==> config.mk <==
export PLATFORM = sky130hd
export DESIGN_NAME = execute_cycle_flat
export DESIGN_NICKNAME = d
export VERILOG_FILES = /design/src/rtl/execute_cycle_pkg.sv /design/src/rtl/execute_cycle_if.sv /design/src/rtl/execute_cycle_mul_iter.sv /design/src/rtl/execute_cycle.sv /design/src/flat_wrapper.sv
export SDC_FILE = /design/constraint.sdc
export NUM_CORES = 1
export LEC_CHECK = 0
export CORE_UTILIZATION = 50
export CTS_CLUSTER_SIZE = 24
export DETAILED_ROUTE_END_ITERATION = 10
export GPL_ROUTABILITY_DRIVEN = 0
export MAX_ROUTING_LAYER = met4
export PLACE_DENSITY = 0.77
export SYNTH_ARGS = -nofsm -noshare
export SYNTH_HDL_FRONTEND = slang
export SYNTH_SLANG_ARGS = --single-unit
export TNS_END_PERCENT = 1
==> constraint.sdc <==
create_clock -name clk -period 12.5 [get_ports clk]
set_clock_uncertainty 0.05 [all_clocks]
set_input_delay 1.25 -clock clk [delete_from_list [all_inputs] [get_ports clk]]
set_output_delay 1.25 -clock clk [all_outputs]
set_load 0.05 [all_outputs]
==> src/rtl/execute_cycle_pkg.sv <==
// Shared types and constants for the execute stage of the 24-bit pipeline.
// ALU opcodes, forwarding selects, multiplier FSM states and the forwarding mux helper.
package execute_cycle_pkg;

   localparam int unsigned DW         = 24;
   localparam int unsigned RAW        = 5;
   localparam int unsigned MUL_CYCLES = DW;
   localparam int unsigned CntW       = $clog2(MUL_CYCLES);
   localparam int unsigned ShAmtW     = $clog2(DW);

   typedef enum logic [2:0] {
      AluAdd = 3'b000,
      AluSub = 3'b001,
      AluAnd = 3'b010,
      AluOr  = 3'b011,
      AluXor = 3'b100,
      AluSlt = 3'b101,
      AluShl = 3'b110,
      AluMul = 3'b111
   } alu_op_t;

   typedef enum logic [1:0] {
      FwdReg     = 2'b00,
      FwdResultW = 2'b01,
      FwdAluM    = 2'b10
   } fwd_sel_t;

   typedef enum logic [1:0] {
      StIdle,
      StBusy,
      StDone
   } mul_state_t;

   // Select code 2'b11 falls back to the register-file operand.
   function automatic logic [DW-1:0] fwd_mux(input fwd_sel_t sel, input logic [DW-1:0] rf,
                                             input logic [DW-1:0] wb, input logic [DW-1:0] mem);
      case (sel)
         FwdResultW: return wb;
         FwdAluM:    return mem;
         default:    return rf;
      endcase
   endfunction

endpackage

==> src/rtl/execute_cycle_if.sv <==
// E-stage inputs and E/M outputs of the execute stage, bundled for the decode/memory sides.
// The slave modport is the execute stage itself; master is the surrounding pipeline.
interface execute_cycle_if;
   import execute_cycle_pkg::*;

   logic            RegWriteE;
   logic            ALUSrcE;
   logic            MemWriteE;
   logic            ResultSrcE;
   logic            BranchE;
   logic [2:0]      ALUControlE;
   logic [DW-1:0]   RD1_E;
   logic [DW-1:0]   RD2_E;
   logic [DW-1:0]   Imm_Ext_E;
   logic [RAW-1:0]  RD_E;
   logic [DW-1:0]   PCE;
   logic [DW-1:0]   PCPlus4E;
   logic [1:0]      ForwardAE;
   logic [1:0]      ForwardBE;
   logic [DW-1:0]   ResultW;

   logic            PCSrcE;
   logic [DW-1:0]   PCTargetE;
   logic            StallE;
   logic            RegWriteM;
   logic            MemWriteM;
   logic            ResultSrcM;
   logic [DW-1:0]   ALUResultM;
   logic [DW-1:0]   WriteDataM;
   logic [RAW-1:0]  RD_M;
   logic [DW-1:0]   PCPlus4M;

   modport master (
      output RegWriteE, ALUSrcE, MemWriteE, ResultSrcE, BranchE, ALUControlE,
      output RD1_E, RD2_E, Imm_Ext_E, RD_E, PCE, PCPlus4E, ForwardAE, ForwardBE, ResultW,
      input  PCSrcE, PCTargetE, StallE, RegWriteM, MemWriteM, ResultSrcM,
      input  ALUResultM, WriteDataM, RD_M, PCPlus4M
   );

   modport slave (
      input  RegWriteE, ALUSrcE, MemWriteE, ResultSrcE, BranchE, ALUControlE,
      input  RD1_E, RD2_E, Imm_Ext_E, RD_E, PCE, PCPlus4E, ForwardAE, ForwardBE, ResultW,
      output PCSrcE, PCTargetE, StallE, RegWriteM, MemWriteM, ResultSrcM,
      output ALUResultM, WriteDataM, RD_M, PCPlus4M
   );

endinterface

==> src/rtl/execute_cycle_mul_iter.sv <==
// Iterative shift-add multiplier: one partial product per cycle, low DW bits of an unsigned product.
// busy covers the start cycle and every BUSY cycle; done marks the single cycle the product is valid.
module execute_cycle_mul_iter
   import execute_cycle_pkg::*;
(
   input  logic          clk,
   input  logic          rst,
   input  logic          start,
   input  logic [DW-1:0] a,
   input  logic [DW-1:0] b,
   output logic          busy,
   output logic          done,
   output logic [DW-1:0] product
);

   localparam logic [CntW-1:0] CntLast = CntW'(MUL_CYCLES - 1);

   mul_state_t      state_q, state_d;
   logic [DW-1:0]   a_q, b_q, acc_q;
   logic [CntW-1:0] cnt_q;

   always_ff @(posedge clk or negedge rst) begin
      if (!rst) begin
         state_q <= StIdle;
      end else begin
         state_q <= state_d;
      end
   end

   always_comb begin
      state_d = state_q;
      unique case (state_q)
         StIdle:  if (start) state_d = StBusy;
         StBusy:  if (cnt_q == CntLast) state_d = StDone;
         StDone:  state_d = StIdle;
         default: state_d = StIdle;
      endcase
   end

   // Gated by rst so the stall drops while reset is held, even with a MUL presented.
   always_comb begin
      busy    = rst & (((state_q == StIdle) & start) | (state_q == StBusy));
      done    = rst & (state_q == StDone);
      product = acc_q;
   end

   always_ff @(posedge clk or negedge rst) begin
      if (!rst) begin
         a_q   <= '0;
         b_q   <= '0;
         acc_q <= '0;
         cnt_q <= '0;
      end else if ((state_q == StIdle) && start) begin
         a_q   <= a;
         b_q   <= b;
         acc_q <= '0;
         cnt_q <= '0;
      end else if (state_q == StBusy) begin
         acc_q <= acc_q + (b_q[0] ? a_q : '0);
         a_q   <= a_q << 1;
         b_q   <= b_q >> 1;
         if (cnt_q != CntLast) cnt_q <= cnt_q + 1'b1;
      end
   end

endmodule

==> src/rtl/execute_cycle.sv <==
// Execute stage: operand forwarding, ALU, branch resolution and the E/M pipeline register.
// MUL runs on the iterative multiplier and stalls the front of the pipe until its product is ready.
module execute_cycle
   import execute_cycle_pkg::*;
(
   input  logic         clk,
   input  logic         rst,
   execute_cycle_if.slave bus
);

   alu_op_t        alu_op;
   logic [DW-1:0]  src_a, src_b, write_data, alu_result, product;
   logic           zero, stall, mul_done;

   logic           reg_write_q, mem_write_q, result_src_q;
   logic [DW-1:0]  alu_result_q, write_data_q, pc_plus4_q;
   logic [RAW-1:0] rd_q;

   assign alu_op     = alu_op_t'(bus.ALUControlE);
   assign src_a      = fwd_mux(fwd_sel_t'(bus.ForwardAE), bus.RD1_E, bus.ResultW, alu_result_q);
   assign write_data = fwd_mux(fwd_sel_t'(bus.ForwardBE), bus.RD2_E, bus.ResultW, alu_result_q);
   assign src_b      = bus.ALUSrcE ? bus.Imm_Ext_E : write_data;

   always_comb begin
      alu_result = '0;
      unique case (alu_op)
         AluAdd: alu_result = src_a + src_b;
         AluSub: alu_result = src_a - src_b;
         AluAnd: alu_result = src_a & src_b;
         AluOr:  alu_result = src_a | src_b;
         AluXor: alu_result = src_a ^ src_b;
         AluSlt: alu_result = {{(DW-1){1'b0}}, $signed(src_a) < $signed(src_b)};
         AluShl: alu_result = src_a << src_b[ShAmtW-1:0];
         AluMul: alu_result = '0;
      endcase
   end

   assign zero = (alu_result == '0);

   execute_cycle_mul_iter u_mul (
      .clk     (clk),
      .rst     (rst),
      .start   (alu_op == AluMul),
      .a       (src_a),
      .b       (src_b),
      .busy    (stall),
      .done    (mul_done),
      .product (product)
   );

   assign bus.StallE    = stall;
   assign bus.PCSrcE    = rst & bus.BranchE & zero & ~stall;
   assign bus.PCTargetE = bus.PCE + bus.Imm_Ext_E;

   // Data fields hold during a stall so ALUResultM stays a valid forward source for the MUL.
   always_ff @(posedge clk or negedge rst) begin
      if (!rst) begin
         reg_write_q  <= 1'b0;
         mem_write_q  <= 1'b0;
         result_src_q <= 1'b0;
         alu_result_q <= '0;
         write_data_q <= '0;
         rd_q         <= '0;
         pc_plus4_q   <= '0;
      end else begin
         reg_write_q  <= bus.RegWriteE & ~stall;
         mem_write_q  <= bus.MemWriteE & ~stall;
         result_src_q <= bus.ResultSrcE & ~stall;
         if (!stall) begin
            alu_result_q <= mul_done ? product : alu_result;
            write_data_q <= write_data;
            rd_q         <= bus.RD_E;
            pc_plus4_q   <= bus.PCPlus4E;
         end
      end
   end

   assign bus.RegWriteM  = reg_write_q;
   assign bus.MemWriteM  = mem_write_q;
   assign bus.ResultSrcM = result_src_q;
   assign bus.ALUResultM = alu_result_q;
   assign bus.WriteDataM = write_data_q;
   assign bus.RD_M       = rd_q;
   assign bus.PCPlus4M   = pc_plus4_q;

endmodule

==> src/flat_wrapper.sv <==
// flat-port wrapper written by rule: the top's interface ports become plain ports
module execute_cycle_flat import execute_cycle_pkg::*;
  (clk, rst, bus_RegWriteE, bus_ALUSrcE, bus_MemWriteE, bus_ResultSrcE, bus_BranchE, bus_ALUControlE, bus_RD1_E, bus_RD2_E, bus_Imm_Ext_E, bus_RD_E, bus_PCE, bus_PCPlus4E, bus_ForwardAE, bus_ForwardBE, bus_ResultW, bus_PCSrcE, bus_PCTargetE, bus_StallE, bus_RegWriteM, bus_MemWriteM, bus_ResultSrcM, bus_ALUResultM, bus_WriteDataM, bus_RD_M, bus_PCPlus4M);
  execute_cycle_if bus_i ();
  input  logic clk;
  input  logic rst;
  input wire logic [$bits(bus_i.RegWriteE)-1:0] bus_RegWriteE;
  input wire logic [$bits(bus_i.ALUSrcE)-1:0] bus_ALUSrcE;
  input wire logic [$bits(bus_i.MemWriteE)-1:0] bus_MemWriteE;
  input wire logic [$bits(bus_i.ResultSrcE)-1:0] bus_ResultSrcE;
  input wire logic [$bits(bus_i.BranchE)-1:0] bus_BranchE;
  input wire logic [$bits(bus_i.ALUControlE)-1:0] bus_ALUControlE;
  input wire logic [$bits(bus_i.RD1_E)-1:0] bus_RD1_E;
  input wire logic [$bits(bus_i.RD2_E)-1:0] bus_RD2_E;
  input wire logic [$bits(bus_i.Imm_Ext_E)-1:0] bus_Imm_Ext_E;
  input wire logic [$bits(bus_i.RD_E)-1:0] bus_RD_E;
  input wire logic [$bits(bus_i.PCE)-1:0] bus_PCE;
  input wire logic [$bits(bus_i.PCPlus4E)-1:0] bus_PCPlus4E;
  input wire logic [$bits(bus_i.ForwardAE)-1:0] bus_ForwardAE;
  input wire logic [$bits(bus_i.ForwardBE)-1:0] bus_ForwardBE;
  input wire logic [$bits(bus_i.ResultW)-1:0] bus_ResultW;
  output wire logic [$bits(bus_i.PCSrcE)-1:0] bus_PCSrcE;
  output wire logic [$bits(bus_i.PCTargetE)-1:0] bus_PCTargetE;
  output wire logic [$bits(bus_i.StallE)-1:0] bus_StallE;
  output wire logic [$bits(bus_i.RegWriteM)-1:0] bus_RegWriteM;
  output wire logic [$bits(bus_i.MemWriteM)-1:0] bus_MemWriteM;
  output wire logic [$bits(bus_i.ResultSrcM)-1:0] bus_ResultSrcM;
  output wire logic [$bits(bus_i.ALUResultM)-1:0] bus_ALUResultM;
  output wire logic [$bits(bus_i.WriteDataM)-1:0] bus_WriteDataM;
  output wire logic [$bits(bus_i.RD_M)-1:0] bus_RD_M;
  output wire logic [$bits(bus_i.PCPlus4M)-1:0] bus_PCPlus4M;
  assign bus_i.RegWriteE = bus_RegWriteE;
  assign bus_i.ALUSrcE = bus_ALUSrcE;
  assign bus_i.MemWriteE = bus_MemWriteE;
  assign bus_i.ResultSrcE = bus_ResultSrcE;
  assign bus_i.BranchE = bus_BranchE;
  assign bus_i.ALUControlE = bus_ALUControlE;
  assign bus_i.RD1_E = bus_RD1_E;
  assign bus_i.RD2_E = bus_RD2_E;
  assign bus_i.Imm_Ext_E = bus_Imm_Ext_E;
  assign bus_i.RD_E = bus_RD_E;
  assign bus_i.PCE = bus_PCE;
  assign bus_i.PCPlus4E = bus_PCPlus4E;
  assign bus_i.ForwardAE = bus_ForwardAE;
  assign bus_i.ForwardBE = bus_ForwardBE;
  assign bus_i.ResultW = bus_ResultW;
  assign bus_PCSrcE = bus_i.PCSrcE;
  assign bus_PCTargetE = bus_i.PCTargetE;
  assign bus_StallE = bus_i.StallE;
  assign bus_RegWriteM = bus_i.RegWriteM;
  assign bus_MemWriteM = bus_i.MemWriteM;
  assign bus_ResultSrcM = bus_i.ResultSrcM;
  assign bus_ALUResultM = bus_i.ALUResultM;
  assign bus_WriteDataM = bus_i.WriteDataM;
  assign bus_RD_M = bus_i.RD_M;
  assign bus_PCPlus4M = bus_i.PCPlus4M;
  execute_cycle u_core (.clk(clk), .rst(rst), .bus(bus_i));
endmodule
=== Yosys cells after proc, flatten, opt, wreduce, memory -nomap -nowiden ===
Cells that the tools add are included.

* Add/subtract/negate cells: 5
* $lt $le $gt $ge: 1
* Equal/unequal tests: 17
* Shift-type cells: 1
* Multiplexer cells: 18
* Bitwise gates (word level): 14
* Reductions and logical operators: 8

{| class="wikitable"
|+ Operator list
! cell !! count
|-
| two-way mux 24 bit || 9
|-
| case mux 24 bit (8 select lines) || 1
|-
| case mux 24 bit (2 select lines) || 2
|-
| adder 24 bit || 3
|-
| AND 24 bit || 1
|-
| zero test 24 bit || 1
|-
| less-than comparator 24 bit || 1
|-
| bitwise OR 24 bit || 1
|-
| << shifter 24 x 5 -> 24 bit || 1
|-
| subtractor 24 bit || 1
|-
| bitwise XOR 24 bit || 1
|-
| two-way mux 5 bit || 3
|-
| equality test 3 bit, second input constant || 4
|-
| AND 1 bit || 9
|-
| equality test 2 x 1 -> 1 bit, second input constant || 3
|-
| equality test 2 bit, second input constant || 3
|-
| equality test 3 x 2 -> 1 bit, second input constant || 2
|-
| adder 5 x 1 -> 5 bit, second input constant || 1
|-
| equality test 5 bit, second input constant || 1
|-
| != test 5 bit, second input constant || 1
|-
| two-way mux 2 bit || 2
|-
| != test 2 bit, second input constant || 2
|-
| case mux 2 bit (2 select lines) || 1
|-
| AND reduction 2 bit || 2
|-
| other kinds (7) || 8
|}

* Register bits: 159
* Bits of input ports: 163
* Output and inout bits: 106
* Logic and storage cells: 76

=== Logic depth before layout (Yosys ltp) ===
* Word-level depth: 8
* Gate-level depth with buffers: 22
* Depth with buffers taken out: 20

=== Hierarchy ===
From an unflattened synthesis, not the netlist that was laid out.

* Cells, all modules: 1,884
* Area, all modules: 15,093.2 µm²

{| class="wikitable"
|+ By module, submodules not included
! module !! times used !! cells each !! area an instance (µm²) !! sequential area each (µm²)
|-
| execute_cycle || 1 || 1,316 || 10,127.2 || 2,001.9
|-
| execute_cycle_mul_iter || 1 || 568 || 4,966.0 || 1,976.9
|}

=== Least setup slack after synthesis ===
No wires, ideal clock.

* Kind: input -> output
* From: input port bus_ForwardBE[0]
* To: output port bus_PCSrcE
* Data arrival time: 6.325 ns
* Data required time: 11.200 ns
* Slack: 4.875 ns
* Stages on the path: 20
* Buffers on the path: 3
* Cells stage by stage: inv_1 -> ha_1 -> or2_1 -> o221a_4 -> buf_6 -> buf_2 -> buf_2 -> ha_1 -> fa_1 -> nand2b_1 -> a211oi_1 -> o311a_1 -> o21ai_1 -> a31oi_2 -> a211o_1 -> a221oi_1 -> a211oi_1 -> or3b_1 -> or4_1 -> nor2_1

* Cells in the longest elaborated chain, start to end: 8
* Elaborated cells on any way between the ends: 15
* Classes of those cells: 2 x add/sub; 1 x order compare; 2 x eq/ne; 1 x shift; 3 x mux; 5 x bitwise; 1 x reduce/logical

{| class="wikitable"
|+ Ends and longest elaborated chain
! element !! RTL line !! text
|-
| start: declaration || flat_wrapper.sv:20 || <nowiki>input wire logic [$bits(bus_i.ForwardBE)-1:0] bus_ForwardBE;</nowiki>
|-
| equality test 2 bit or equality test 2 x 1 -> 1 bit (tied branches) || execute_cycle_pkg.sv:37 || <nowiki>case (sel)</nowiki>
|-
| case mux 24 bit (2 select lines) (*) || execute_cycle_pkg.sv:37 ||
|-
| two-way mux 24 bit (*) || execute_cycle.sv:22 || <nowiki>assign src_b = bus.ALUSrcE ? bus.Imm_Ext_E : write_data;</nowiki>
|-
| subtractor 24 bit, or another cell as far along || execute_cycle.sv:28 || <nowiki>AluSub: alu_result = src_a - src_b;</nowiki>
|-
| case mux 24 bit (8 select lines) (*) || execute_cycle.sv:26 || <nowiki>unique case (alu_op)</nowiki>
|-
| zero test 24 bit (*) || execute_cycle.sv:38 || <nowiki>assign zero = (alu_result == '0);</nowiki>
|-
| AND 1 bit (*) (2 in a row) || execute_cycle.sv:52 || <nowiki>assign bus.PCSrcE = rst & bus.BranchE & zero & ~stall;</nowiki>
|-
| end: declaration || flat_wrapper.sv:22 || <nowiki>output wire logic [$bits(bus_i.PCSrcE)-1:0] bus_PCSrcE;</nowiki>
|}

Every way passes the cells marked *; elsewhere a longest branch is shown, timed or not.

=== Worst setup path in the final report ===
* From: input port bus_ForwardBE[1]
* To: output port bus_PCSrcE

The elaborated chain is that of the path after synthesis.

==> impl_metrics.tcl <==
set metrics [dict create \
    cts_buffers 17 \
    synthArstFlopShare 1.000 \
    hold_violations 0 \
    synth_ff_type "dfrtp_1" \
    hold_slack_ps 418.1 \
    worstSetupStartpoint "bus_ForwardBE[1]" \
    internal_power_mw 1.722 \
    dp_hpwl_um 44580 \
    tightest_slew_ps 1149 \
    viasPerCell 6.543 \
    critPathMaxFanout 24 \
    synth_edf_count 0 \
    slew_headroom 0.2285 \
    grt_pass1_wl_um 91230 \
    p_sw_mw 1.853 \
    endpoint "bus_PCSrcE" \
    synth-compound-area-share 0.2754 \
    p_sw_frac 0.5183 \
    critPathLaunchType "input port" \
    muxShareOfSynthArea 0.03563 \
    insertion_delay_ps 450 \
    ys_ff_latch 159 \
    rsz0062_at_grt "no" \
    worstPathArrival_ps 8710 \
    layout-drive-gt1-share 0.04832 \
    holdCritPathClass "flip-flop to flip-flop" \
    synthAdderAreaFrac 0.1114 \
    rows 62 \
    grtUsageTotal 0.4081 \
    ir_worst_vdd_mv 0.2050 \
    dr_wl_met3_um 7886 \
    root_buffer "clkbuf_16" \
    nFillCells 2506 \
    synth_simple_gate_area_frac 0.2151 \
    drt_iter0_drc 2787 \
    fmax_ghz 0.09988 \
    powerDensity_mw_per_mm2 196.3 \
    cap_viol_max_count 0 \
    avgSynthCellArea_um2 7.460 \
    ys_seq_area_frac 0.2717 \
    synthXorXnorAreaFrac 0.03230 \
    violations "design-rule violations" \
    slew_viol_final 0 \
    cts_resized 0 \
    clock-sinks 159 \
    clock_power_share 0.157 \
    met1_length_um 22330 \
    synth_most_common_cell "nand2_1" \
    initial_core_util 0.5088 \
    critical_path_class "input port to output pin" \
    die_area_mm2 0.02998 \
    place_inst 2525 \
    r2r_end "u_core.bus.ALUResultM[20]$_DFFE_PN0N_" \
    syn_nets 2254 \
    postLayoutCoreUtil 0.6329 \
    setup_viol 0 \
    top_layer "met4" \
    r2r_start "u_core.bus.ALUResultM[3]$_DFFE_PN0N_" \
    grt_max_degree 98 \
    cp.required_ps 11200 \
    rr_worst_depth 15 \
    area_growth_syn_to_layout_pct 24.38 \
    cts_max_path_buffers 2 \
    synthCells 1963 \
    fp.dieW_um 173.1 \
    yosysWarnings 0 \
    synth_top_cell_area_share 0.2717 \
    ioPinCount 269 \
    wl_um 60840 \
    vias 16737 \
    route.met2.wl_um 26320 \
    core_mm2 0.02878 \
    fin_crit_sh 0.8009 \
    grt-ovfl-total 0 \
    synth_top_family_by_area "compound AO/OA/AOI/OAI gates" \
    fin_nets 2451 \
    setup_tns_ps 0 \
    r2r_slack_ps 7030 \
    fin_cells 2558 \
    ant_nets 0 \
    synth_area_leaders "dfrtp_1 (27%), ha_1 (11%), nand2_1 (7.9%)" \
    drc 1 \
    antenna_found_initial 1 \
    yosys-top-cells-count "nand2_1 (308), nor2_1 (188), dfrtp_1 (159)" \
    synthDistinctLibCells 80 \
    cts_tree "yes" \
    post-cts-setup-buffers 0 \
    synth_area_leader_cell "dfrtp_1" \
    grt_pass1_vias 15315 \
    die_h_um 173.1 \
    wl_per_cell_um 23.78 \
    seq_power_share 0.264 \
    crit_path_end_kind "output pin" \
    hold_buffers 0 \
    htreeDepth 4 \
    p_leak_nw 8.130 \
    status "complete, but fails checks" \
    p_comb_frac 0.579 \
    clkTransAtPathRegs_ps 70 \
    first_pass_iters 11 \
    syn_area_mm2 0.01464 \
    portBuffers 268 \
    min_period_ps 10010 \
]
==> stage by stage <==
step | total power, mW | instance area, µm² | worst slack [ps]
2_1_floorplan | 2.246 | 14640 | 4875
3_3_place_gp | 2.903 | 17600 | 3457
3_5_place_dp | 2.944 | 17600 | 3273
4_1_cts | 3.511 | 18210 | 3194
5_1_grt | 3.736 | 18210 | 2394
6_report | 3.575 | 18210 | 2488
==> cells by family after synthesis <==
logic type	count (synthesis)
AND/OR/NAND/NOR	714
AO/OA/AOI/OAI	637
multiplexers	50
flip-flops	159
XOR/XNOR	54
buffers and inverters	221
adder cells (fa/ha/maj)	128
==> critical path, cell delays in order <==
cell and delay, ps:
clkdlybuf4s50_1 500, inv_1 60, ha_1 450, a221oi_1 540, o31a_1 620, clkinv_1 480
ha_1 410, nor2b_1 240, a211oi_1 120, o311a_1 430, o21ai_1 280, a31oi_2 190
a211o_1 330, a221oi_1 290, a211oi_1 80, or3b_1 430, or4_1 510, nor2_1 530
clkdlybuf4s50_1 930
==> cell type report <==
cell class                      instances  area (µm²)  share of cell area
Antenna cell                            1       2.502           0.0001374
Clock buffer                           18       439.2             0.02411
Clock inverter                         14       172.7            0.009480
Inverter                               93       349.1             0.01917
Multi-Input combinational cell       1583        9832              0.5398
Sequential cell                       159        3979              0.2185
Tap cell                              384       480.5             0.02638
Timing Repair Buffer                  306        2959              0.1625
==> power groups by stage <==
stage / Sequential (mW) / Combinational, mW / Clock, mW
2_1_floorplan: 1.17 / 1.07 / 0
3_3_place_gp: 0.933 / 1.97 / 0
3_5_place_dp: 0.940 / 2.00 / 0
4_1_cts: 0.931 / 2.02 / 0.560
5_1_grt: 0.957 / 2.20 / 0.577
6_report: 0.945 / 2.07 / 0.560
==> how the worst min path moves through the flow <==
stage / start / depth (start not counted) / to
6_report: u_core.bus.PCPlus4M[7]$_DFFE_PN0N_ / 2 / u_core.bus.PCPlus4M[7]$_DFFE_PN0N_
4_1_cts: u_core.bus.PCPlus4M[7]$_DFFE_PN0N_ / 2 / u_core.bus.PCPlus4M[7]$_DFFE_PN0N_
5_1_grt: u_core.bus.PCPlus4M[6]$_DFFE_PN0N_ / 2 / u_core.bus.PCPlus4M[6]$_DFFE_PN0N_
3_5_place_dp: u_core.bus.PCPlus4M[7]$_DFFE_PN0N_ / 2 / u_core.bus.PCPlus4M[7]$_DFFE_PN0N_
3_3_place_gp: u_core.bus.PCPlus4M[16]$_DFFE_PN0N_ / 2 / u_core.bus.PCPlus4M[16]$_DFFE_PN0N_
2_1_floorplan: u_core.u_mul.a_q[22]$_DFFE_PN0N_ / 2 / u_core.u_mul.a_q[22]$_DFFE_PN0N_
==> cell usage in the layout, fill, tap and decap left out, drive strengths merged, types with 33 or more instances in the layout <==
master	instances
nand2	308
clkdlybuf4s50	265
nor2	188
dfrtp	159
a21oi	158
o21ai	157
ha	124
inv	98
a22oi	57
nand3	56
a31oi	49
mux2i	43
buf	41
o22ai	38
xnor2	36
and2	33
==> routing by layer <==
metal  GRT usage  up-vias
met3      0.1073      342
met2      0.6060     1304
met5           -        -
li1            -     7384
met1      0.4997     7707
met4      0.2367        0
==> sequential cells by signal, indices dropped and copies added, names as in the netlist <==
signal                 cells
u_core.bus.ALUResultM     24
u_core.bus.MemWriteM       1
u_core.bus.PCPlus4M       24
u_core.bus.RD_M            5
u_core.bus.RegWriteM       1
u_core.bus.ResultSrcM      1
u_core.bus.WriteDataM     24
u_core.u_mul.a_q          24
u_core.u_mul.b_q          24
u_core.u_mul.cnt_q         5
u_core.u_mul.product      24
u_core.u_mul.state_q       2
No activity file was read; power rests on OpenSTA's default activity.
